===== src/rtl/muldiv_sequencer_pkg.sv =====
// Shared constants and enums for the multiply/divide sequencer.
//   W     : operand width, equal to the shared add/subtract unit width
//   ITER  : iterations per operation (one result bit per RUN cycle)
//   state_e : sequencer states
//   op_e    : operation select carried on the request bus
package muldiv_sequencer_pkg;

  localparam int W    = 8;
  localparam int ITER = W;

  typedef enum logic [1:0] {
    IDLE = 2'd0,
    RUN  = 2'd1,
    DONE = 2'd2
  } state_e;

  typedef enum logic {
    OP_MUL = 1'b0,
    OP_DIV = 1'b1
  } op_e;

endpackage


===== src/rtl/muldiv_sequencer_if.sv =====
// Request/result bus of the multiply/divide sequencer.
//   start, op, opa, opb : request (master -> slave), sampled when the sequencer is idle
//   busy                : operation in progress
//   done                : one-cycle result-valid pulse
//   res_hi, res_lo      : product high/low byte, or remainder/quotient
//   dz                  : divide-by-zero flag of the last operation
interface muldiv_sequencer_if
  import muldiv_sequencer_pkg::*;
#(
  parameter int W = 8
) ();

  logic         start;
  op_e          op;
  logic [W-1:0] opa;
  logic [W-1:0] opb;
  logic         busy;
  logic         done;
  logic [W-1:0] res_hi;
  logic [W-1:0] res_lo;
  logic         dz;

  modport master (
    output start, op, opa, opb,
    input  busy, done, res_hi, res_lo, dz
  );

  modport slave (
    input  start, op, opa, opb,
    output busy, done, res_hi, res_lo, dz
  );

endinterface


===== src/rtl/muldiv_sequencer_alu.sv =====
// Shared add/subtract unit.
//   add   : 1 = r2 + r1, 0 = r2 - r1 (two's complement, carry=1 means no borrow)
//   r1/r2 : operands
//   sum   : W-bit result
//   carry : carry out (add) / not-borrow (subtract)
//   ovf   : signed overflow of the operation
module muldiv_sequencer_alu #(
  parameter int W = 8
) (
  input  logic         add,
  input  logic [W-1:0] r1,
  input  logic [W-1:0] r2,
  output logic [W-1:0] sum,
  output logic         carry,
  output logic         ovf
);

  logic [W-1:0] r1_inv;
  logic [W:0]   ext;

  always_comb begin
    // Subtract is r2 + ~r1 + 1 so one carry chain serves both modes.
    r1_inv = add ? r1 : ~r1;
    ext    = {1'b0, r2} + {1'b0, r1_inv} + {{W{1'b0}}, ~add};
    sum    = ext[W-1:0];
    carry  = ext[W];
    ovf    = (r2[W-1] == r1_inv[W-1]) && (sum[W-1] != r2[W-1]);
  end

endmodule


===== src/rtl/muldiv_sequencer.sv =====
// Sequential unsigned multiply / restoring divide, one result bit per cycle,
// sharing a single add/subtract unit.
//   clk, rst : clock and synchronous active-high reset
//   bus      : slave side of muldiv_sequencer_if (request in, result out)
// Multiply: acc/q hold {A,Q}, m holds M; product ends up as {acc,q}.
// Divide:   acc/q hold {R,Q}, m holds D; remainder in acc, quotient in q.
module muldiv_sequencer #(
  parameter int W = muldiv_sequencer_pkg::W
) (
  input  logic              clk,
  input  logic              rst,
  muldiv_sequencer_if.slave bus
);

  import muldiv_sequencer_pkg::*;

  localparam int CNT_W = $clog2(W);

  state_e           state, state_nxt;
  op_e              op_r;
  logic [W-1:0]     acc, q, m;
  logic [CNT_W-1:0] cnt;
  logic [W-1:0]     res_hi_r, res_lo_r;
  logic             dz_r;

  logic             accept, dz_take, last_iter;
  logic             alu_add, alu_carry, alu_ovf_unused;
  logic [W-1:0]     alu_r2, alu_sum;
  logic [W-1:0]     shl;
  logic             s_bit;
  logic [W:0]       a_pre;
  logic [W-1:0]     acc_nxt, q_nxt;

  muldiv_sequencer_alu #(.W(W)) u_alu (
    .add   (alu_add),
    .r1    (m),
    .r2    (alu_r2),
    .sum   (alu_sum),
    .carry (alu_carry),
    .ovf   (alu_ovf_unused)
  );

  always_ff @(posedge clk) begin
    if (rst) state <= IDLE;
    else     state <= state_nxt;
  end

  always_comb begin
    state_nxt = state;
    accept    = 1'b0;
    dz_take   = 1'b0;
    last_iter = 1'b0;
    case (state)
      IDLE: begin
        if (bus.start) begin
          accept = 1'b1;
          // A zero divisor bypasses RUN entirely.
          if (bus.op == OP_DIV && bus.opb == '0) begin
            dz_take   = 1'b1;
            state_nxt = DONE;
          end else begin
            state_nxt = RUN;
          end
        end
      end
      RUN: begin
        if (cnt == CNT_W'(W - 1)) begin
          last_iter = 1'b1;
          state_nxt = DONE;
        end
      end
      DONE:    state_nxt = IDLE;
      default: state_nxt = IDLE;
    endcase
  end

  always_comb begin
    alu_add = (op_r == OP_MUL);
    shl     = {acc[W-2:0], q[W-1]};
    s_bit   = acc[W-1];
    alu_r2  = (op_r == OP_MUL) ? acc : shl;
    a_pre   = '0;
    acc_nxt = acc;
    q_nxt   = q;
    if (op_r == OP_MUL) begin
      // {C,A} then a right shift of {C,A,Q}; C lands in the MSB of A.
      a_pre   = q[0] ? {alu_carry, alu_sum} : {1'b0, acc};
      acc_nxt = a_pre[W:1];
      q_nxt   = {a_pre[0], q[W-1:1]};
    end else begin
      // s_bit set means the shifted remainder is >= 2^W, hence >= D.
      if (alu_carry || s_bit) begin
        acc_nxt = alu_sum;
        q_nxt   = {q[W-2:0], 1'b1};
      end else begin
        acc_nxt = shl;
        q_nxt   = {q[W-2:0], 1'b0};
      end
    end
  end

  always_ff @(posedge clk) begin
    if (rst) begin
      op_r     <= OP_MUL;
      acc      <= '0;
      q        <= '0;
      m        <= '0;
      cnt      <= '0;
      res_hi_r <= '0;
      res_lo_r <= '0;
      dz_r     <= 1'b0;
    end else begin
      if (accept) begin
        op_r <= bus.op;
        acc  <= '0;
        cnt  <= '0;
        if (bus.op == OP_MUL) begin
          m <= bus.opa;
          q <= bus.opb;
        end else begin
          m <= bus.opb;
          q <= bus.opa;
        end
      end else if (state == RUN) begin
        acc <= acc_nxt;
        q   <= q_nxt;
        cnt <= cnt + CNT_W'(1);
      end
      if (dz_take) begin
        res_hi_r <= bus.opa;
        res_lo_r <= '1;
        dz_r     <= 1'b1;
      end else if (last_iter) begin
        res_hi_r <= acc_nxt;
        res_lo_r <= q_nxt;
        dz_r     <= 1'b0;
      end
    end
  end

  assign bus.busy   = (state == RUN);
  assign bus.done   = (state == DONE);
  assign bus.res_hi = res_hi_r;
  assign bus.res_lo = res_lo_r;
  assign bus.dz     = dz_r;

endmodule

===== src/flat_wrapper.sv =====
// flat-port wrapper written by rule: the top's interface ports become plain ports
module muldiv_sequencer_flat import muldiv_sequencer_pkg::*;
#(
  parameter int W = muldiv_sequencer_pkg::W
)
  (clk, rst, bus_start, bus_op, bus_opa, bus_opb, bus_busy, bus_done, bus_res_hi, bus_res_lo, bus_dz);
  muldiv_sequencer_if #(.W(W)) bus_i ();
  input  logic clk;
  input  logic rst;
  input wire logic [$bits(bus_i.start)-1:0] bus_start;
  input wire logic [$bits(bus_i.op)-1:0] bus_op;
  input wire logic [$bits(bus_i.opa)-1:0] bus_opa;
  input wire logic [$bits(bus_i.opb)-1:0] bus_opb;
  output wire logic [$bits(bus_i.busy)-1:0] bus_busy;
  output wire logic [$bits(bus_i.done)-1:0] bus_done;
  output wire logic [$bits(bus_i.res_hi)-1:0] bus_res_hi;
  output wire logic [$bits(bus_i.res_lo)-1:0] bus_res_lo;
  output wire logic [$bits(bus_i.dz)-1:0] bus_dz;
  assign bus_i.start = bus_start;
  assign bus_i.op = bus_op;
  assign bus_i.opa = bus_opa;
  assign bus_i.opb = bus_opb;
  assign bus_busy = bus_i.busy;
  assign bus_done = bus_i.done;
  assign bus_res_hi = bus_i.res_hi;
  assign bus_res_lo = bus_i.res_lo;
  assign bus_dz = bus_i.dz;
  muldiv_sequencer #(.W(W)) u_core (.clk(clk), .rst(rst), .bus(bus_i));
endmodule

===== config.mk =====
export PLATFORM = sky130hd
export DESIGN_NAME = muldiv_sequencer_flat
export DESIGN_NICKNAME = d
export VERILOG_FILES = /design/src/rtl/muldiv_sequencer_pkg.sv /design/src/rtl/muldiv_sequencer_if.sv /design/src/rtl/muldiv_sequencer_alu.sv /design/src/rtl/muldiv_sequencer.sv /design/src/flat_wrapper.sv
export SDC_FILE = /design/constraint.sdc
export NUM_CORES = 1
export LEC_CHECK = 0
export CORE_ASPECT_RATIO = 2
export CORE_MARGIN = 2
export CORE_UTILIZATION = 40
export CTS_CLUSTER_DIAMETER = 60
export DETAILED_ROUTE_END_ITERATION = 16
export PLACE_DENSITY = 0.68
export SLEW_MARGIN = 20
export SYNTH_ARGS = -nofsm -noshare
export SYNTH_HDL_FRONTEND = slang
export SYNTH_SLANG_ARGS = --single-unit

===== constraint.sdc =====
create_clock -name clk -period 4.1 [get_ports clk]
set_input_delay 0.615 -clock clk [delete_from_list [all_inputs] [get_ports clk]]
set_output_delay 0.615 -clock clk [all_outputs]
set_load 0.005 [all_outputs]

; ---- Yosys cells after proc, flatten, opt, wreduce, memory -nomap -nowiden
; Index checks and enable logic that the tools add are counted.
[totals]
reg_bits = 47
latch_bits = 0
ramBits = 0
rom_bits = 0
inputBits = 20
out_inout_bits = 19
elab_cells = 54
mem_count = 0
[classes]
add_sub_neg = 3
n_mul = 0
n_div = 0
order_cmp = 0
eq_ne = 5
shifts = 0
n_mux = 28
bitwise_logic = 1
reduce_logical = 8
[op_table]
columns = cell, count
row1 = $mux 8, 13
row2 = $mux 1, 10
row3 = $add 8x8->9, 1
row4 = $add 9x1->9, 1
row5 = $mux 9, 1
row6 = $logic_not 8->1, 1
row7 = $not 8->8, 1
row8 = $mux 2, 3
row9 = $pmux 2 s2, 1
row10 = $reduce_bool 2->1, 2
row11 = $add 3x1->3 const B, 1
row12 = $eq 3x3->1 const B, 1
row13 = $eq 2x1->1 const B, 1
row14 = $eq 2x2->1 const B, 1
row15 = $logic_not 2->1, 1
row16 = $ne 2x1->1 const B, 1
row17 = $ne 2x2->1 const B, 1
row18 = $reduce_and 2->1, 1
row19 = $reduce_or 2->1, 1
row20 = $logic_and 1x1->1, 1
row21 = $logic_or 1x1->1, 1

; ---- Logic depth before layout (Yosys ltp)
[depth]
ltp_word = 9
depth_mapped = 15
mapped_depth_nobuf = 9

; ---- Cells and area by module
; A second synthesis with hierarchy kept.
[hier_totals]
cells_unflattened = 358
hier_area_um2 = 3074.2
[by_module_without_submodules]
columns = mod, instances, cells_per_inst, area_per_inst_um2, seq_area_each_um2
row1 = muldiv_sequencer, 1, 295, 2588.7, 940.9
row2 = muldiv_sequencer_alu, 1, 63, 485.5, 0.0

; ---- Least setup slack after synthesis
; No wires, ideal clock.
[synth_path]
path_type = register to register
startpoint = reg u_core.op_r
endpoint = reg u_core.res_hi_r[4], in the netlist u_core.bus.res_hi[4]
setup_ns = 0.130
t_arrival_ns = 3.530
t_required_ns = 3.970
setup_slack_ns = 0.440
path_stages_with_launch = 14
path_buffers = 5
period_less_slack_ns = 3.660
cell_sequence = dfxtp_1 buf_2 clkbuf_1 buf_1 buf_2 xor2_1 fa_1 a211o_1 a2111o_1 and2_4 buf_6 mux2_4 o21ai_2 o22ai_1
[synth_between]
elab_chain_len = 8
elab_cells_between_ends = 10
cone_classes = add/sub: 2 / mux: 7 / reduce/logical: 1
[synth_rtl]
columns = item, line_no
row1 = "start, declared", muldiv_sequencer.sv:20  ; op_e op_r;
row2 = "start signal, assigned", muldiv_sequencer.sv:114  ; op_r <= bus.op;
row3 = "$mux 8, on equally long branches", "muldiv_sequencer.sv:81, muldiv_sequencer_alu.sv:23"
row4 = $add 8x8->9, muldiv_sequencer_alu.sv:24  ; ext = {1'b0, r2} + {1'b0, r1_inv} + {{W{1'b0}}, ~add};
row5 = $add 9x1->9, muldiv_sequencer_alu.sv:24
row6 = $logic_or 1x1->1, muldiv_sequencer.sv:92  ; if (alu_carry || s_bit) begin
row7 = $mux 8, muldiv_sequencer.sv:92
row8 = $mux 8 *, muldiv_sequencer.sv:85  ; if (op_r == OP_MUL) begin
row9 = $mux 8 *, muldiv_sequencer.sv:133  ; end else if (last_iter) begin
row10 = $mux 8 *, muldiv_sequencer.sv:129  ; if (dz_take) begin
row11 = "end signal, assigned", muldiv_sequencer.sv:130  ; res_hi_r <= bus.opa;
row12 = "end signal, assigned", muldiv_sequencer.sv:134  ; res_hi_r <= acc_nxt;
row13 = "end, declared", muldiv_sequencer.sv:23  ; logic [W-1:0] res_hi_r, res_lo_r;
; Every way passes the cells marked *; elsewhere a longest branch is shown, timed or not. The select of a mux whose other input is x is not followed.
; A chain may end at the register's enable or synchronous reset.

; ---- Worst setup path in the final report
; Same ends and word-level chain as after synthesis.

==> flow_summary.toml <==
[job]
drv_cap = 0

[global_routing]
grt_max_degree = 29
grt_pass1_vias = 2624
grt_overflow = 0
grt_antenna_before_repair = 0
grt_usage = 0.206
grt_pass1_wl_mm = 13.1

[yosys]
synth.top_cell.area_share = 0.323
yosys_warnings = 0
avgSynthCellArea_um2 = 8.23
synth_edf_count = 0
synth-seq-cells = 47
synthCells = 354
synthArstFlopShare = 0
netlist-cell-type-count = 56
yosys-top-cells-area = "dfxtp_1 32%, mux2_2 6.6%, nor2_1 5.9%, nor3_1 4.3%, mux2i_1 4.1%"
yosysSeqAreaShare = 0.323
syn_area_um2 = 2910
synth-main-ff-cell = "dfxtp_1"
syn_nets = 384
netlist.top_cell.by_area = "dfxtp_1"

[detailed_routing]
via_per_inst = 5.89
vias = 2797
drt_wl_total_mm = 8.08
drc = 0
wl_per_cell_um = 17.0
drtAntennaViolNets = 0
dr.pass1.iters = 5
drt_iter0_drc = 304

[placed_design]
place.gp.congestion = 0.948
portBuffers = 38
dpl.hpwl_mm = 6.15
place_ws_ps = 825

[timing]
final_hold_viol_count = 0
slew_viol_final = 0
final.setup.tns_ps = 0
rsz0062_at_grt = "false"
worst_slack_ps = 776
max-slew-margin-rel = 0.493
fin_crit_sh = 0.811
setup_viol = 0
worst_slew_pin_slew_ps = 761
clock-skew-final_ps = 13.6
timing.fmax_mhz = 301
fin_crit_ps = 3320

[power]
max-vdd-ir-drop_v = 0.000197
leakage_nw = 1.35
cellPowerDensity_nw_per_um2 = 346

[cts]
post_cts_buffers = 0
cts-buffers-inserted = 5
ctsResizeCount = 0
cts_buffer_depth = 2
cts_tree = "yes"
ctsHoldBuffers = 0
cts_max_level = 2
clk_latency_ps = 290
cts_root_buf = "clkbuf_16"
clkSlewWorstSetupHoldPaths_ps = 70
cts_sinks = 47

[floorplanning]
coreArea_um2 = 7160
fp.dieH_um = 125
fp-row-count = 44
io-pin-count = 39
start_util = 0.407
die-area_um2 = 8020
die_x_um = 64.3

[critical_path]
r2r-end = "u_core.bus.res_hi[4]"
critPathMaxStageDelay_ps = 640
critical_path.slowest_cell = "dfxtp_1"
critical-path-top-delay-family = "compound AO/OA/AOI/OAI gates"
worstPathCellList = "buf_4 -> mux2_2 -> ha_1 -> a211o_1 -> a2111o_1 -> and2_4 -> mux2_4 -> o21ai_2 -> o22ai_1"
cp.buffers_inverters = 1
rr_startpoint = "u_core.op_r"
crit_fanout = 28
cp_data_required_time_ps = 4240
r2r_setup_slack_ps = 780
critPathCaptureType = "register"
ff2ff_path_depth = 9
cp_data_arrival_time_ps = 3470
setup.worst_path.class = "register to register"
startpoint_type = "register"

[cells_and_area]
seqCellArea_um2 = 941
antenna_cells = 0
fillers = 709
drive_gt1_frac = 0.102
fin_nets = 412
multi_input_comb_area_um2 = 1850
syn2layout_area_growth_pct = 20.7

[min_path]
hold_start = "u_core.cnt[1]"
holdCritPathClass = "register to register"
hold_path_depth = 2
hold-path-endpoint = "u_core.cnt[1]"

[status]
outcome = "complete, no violations"
-- registers in the layout, indices dropped and copies added (netlist names) --
signal,count
u_core.acc,8
u_core.bus.res_hi,8
u_core.bus.res_lo,8
u_core.m,8
u_core.q,8
u_core.cnt,3
u_core.state,2
u_core.bus.dz,1
u_core.op_r,1
-- cell usage after synthesis (3+ instances only) --
cell      instances
nor3_1           25
xnor2_1           4
mux2i_1          12
a22oi_1           7
buf_1             3
nand2b_1          4
a211o_1           5
nand3_1           7
clkbuf_1         14
o22ai_1           9
inv_1             4
ha_1              9
nand2_1          25
o21ai_0           8
dfxtp_1          47
nor2_1           46
a31oi_1           3
and3_1            4
xor2_1            9
a21oi_1          22
buf_2             3
mux2_2           17
nor2b_1           6
o21ai_1           4
a221oi_1          3
and2_1            3
a211oi_1         13
-- worst register-to-register path, delay by kind of cell, from the launching register on --
family	cells	cell delay [ps]
DFF	1	640
and+or+nand+nor	1	210
adders and majority gates	1	230
muxes	2	690
AOI/OAI and AO/OA	4	1010
buffers and inverters	1	400
-- logic make-up (layout without fill, tap and decap cells) --
| kind of cell | Yosys count | after routing | synth area share |
|---|---|---|---|
| buffers and inverters | 27 | 56 | 0.0412 |
| adder cells (fa/ha/maj) | 10 | 10 | 0.0455 |
| AND/OR/NAND/NOR | 134 | 134 | 0.218 |
| AO/OA/AOI/OAI | 93 | 93 | 0.221 |
| flip-flops | 47 | 47 | 0.323 |
| multiplexers | 30 | 30 | 0.112 |
| XOR/XNOR | 13 | 13 | 0.0391 |
-- final cells by class --
cell class	instances	share of cell area
Multi-Input combinational cell	280	0.527
Sequential cell	47	0.268
Timing Repair Buffer	43	0.119
Clock buffer	5	0.0356
Tap cell	92	0.0327
Clock inverter	3	0.0132
Inverter	5	0.00534
-- worst max-delay path by stage --
stage | slack, ps | startpoint | endpoint | depth (start not counted)
global route | 560 | u_core.op_r | u_core.bus.res_hi[5] | 9
finish | 780 | u_core.op_r | u_core.bus.res_hi[4] | 9
detailed placement | 830 | u_core.op_r | u_core.bus.res_hi[4] | 9
global placement | 930 | u_core.op_r | u_core.bus.res_hi[4] | 9
floorplan | 440 | u_core.op_r | u_core.bus.res_hi[4] | 13
CTS | 810 | u_core.op_r | u_core.bus.res_hi[4] | 9
-- through the flow --
step                      hold WS [ps]  utilization  instance area, um2  cells  total power [mW]
after floorplan                    440            -                2910    354             0.679
after global placement             447        0.467                3340    467             0.747
after detailed placement           457        0.467                3340    467             0.754
after CTS                          466        0.491                3520    475              1.22
after global routing               490        0.491                3520    475              1.26
final                              464        0.491                3520    475              1.22
-- placed cells by master, fill, tap and decap left out, types with 2 or more instances in the layout --
| cell | instances |
|---|---|
| o22ai_1 | 9 |
| a211oi_1 | 13 |
| clkdlybuf4s50_1 | 38 |
| xor2_1 | 9 |
| o21ai_0 | 8 |
| clkbuf_16 | 5 |
| a21oi_1 | 22 |
| a21o_1 | 2 |
| nand4_1 | 2 |
| a211oi_2 | 2 |
| nand3b_1 | 2 |
| a31oi_1 | 3 |
| mux2_2 | 17 |
| a211o_1 | 5 |
| o21ai_1 | 4 |
| inv_1 | 4 |
| a2111o_1 | 2 |
| xnor2_1 | 4 |
| dfxtp_1 | 47 |
| ha_1 | 9 |
| nand3_1 | 7 |
| mux2i_1 | 12 |
| and2_1 | 3 |
| nor2_1 | 46 |
| a22oi_1 | 7 |
| a221oi_1 | 3 |
| nor2b_1 | 6 |
| or2_2 | 2 |
| or3_1 | 2 |
| buf_4 | 5 |
| and3_1 | 4 |
| o211ai_1 | 2 |
| nand2_1 | 25 |
| nand2b_1 | 4 |
| nor3_1 | 25 |
-- power breakdown --
group | leakage, nW | internal, mW | total [mW] | switching [mW]
clock | 0.0804 | 0.290 | 0.468 | 0.179
combinational | 0.891 | 0.106 | 0.249 | 0.143
sequential | 0.383 | 0.476 | 0.500 | 0.0239
total | 1.35 | 0.872 | 1.22 | 0.346
-- per-layer routing --
layer,part of all wire,global-route usage
met5,0,0
met4,0.025,0.0626
met3,0.045,0.0343
met2,0.50,0.347
met1,0.43,0.264
(Power assumes the default switching activity.)
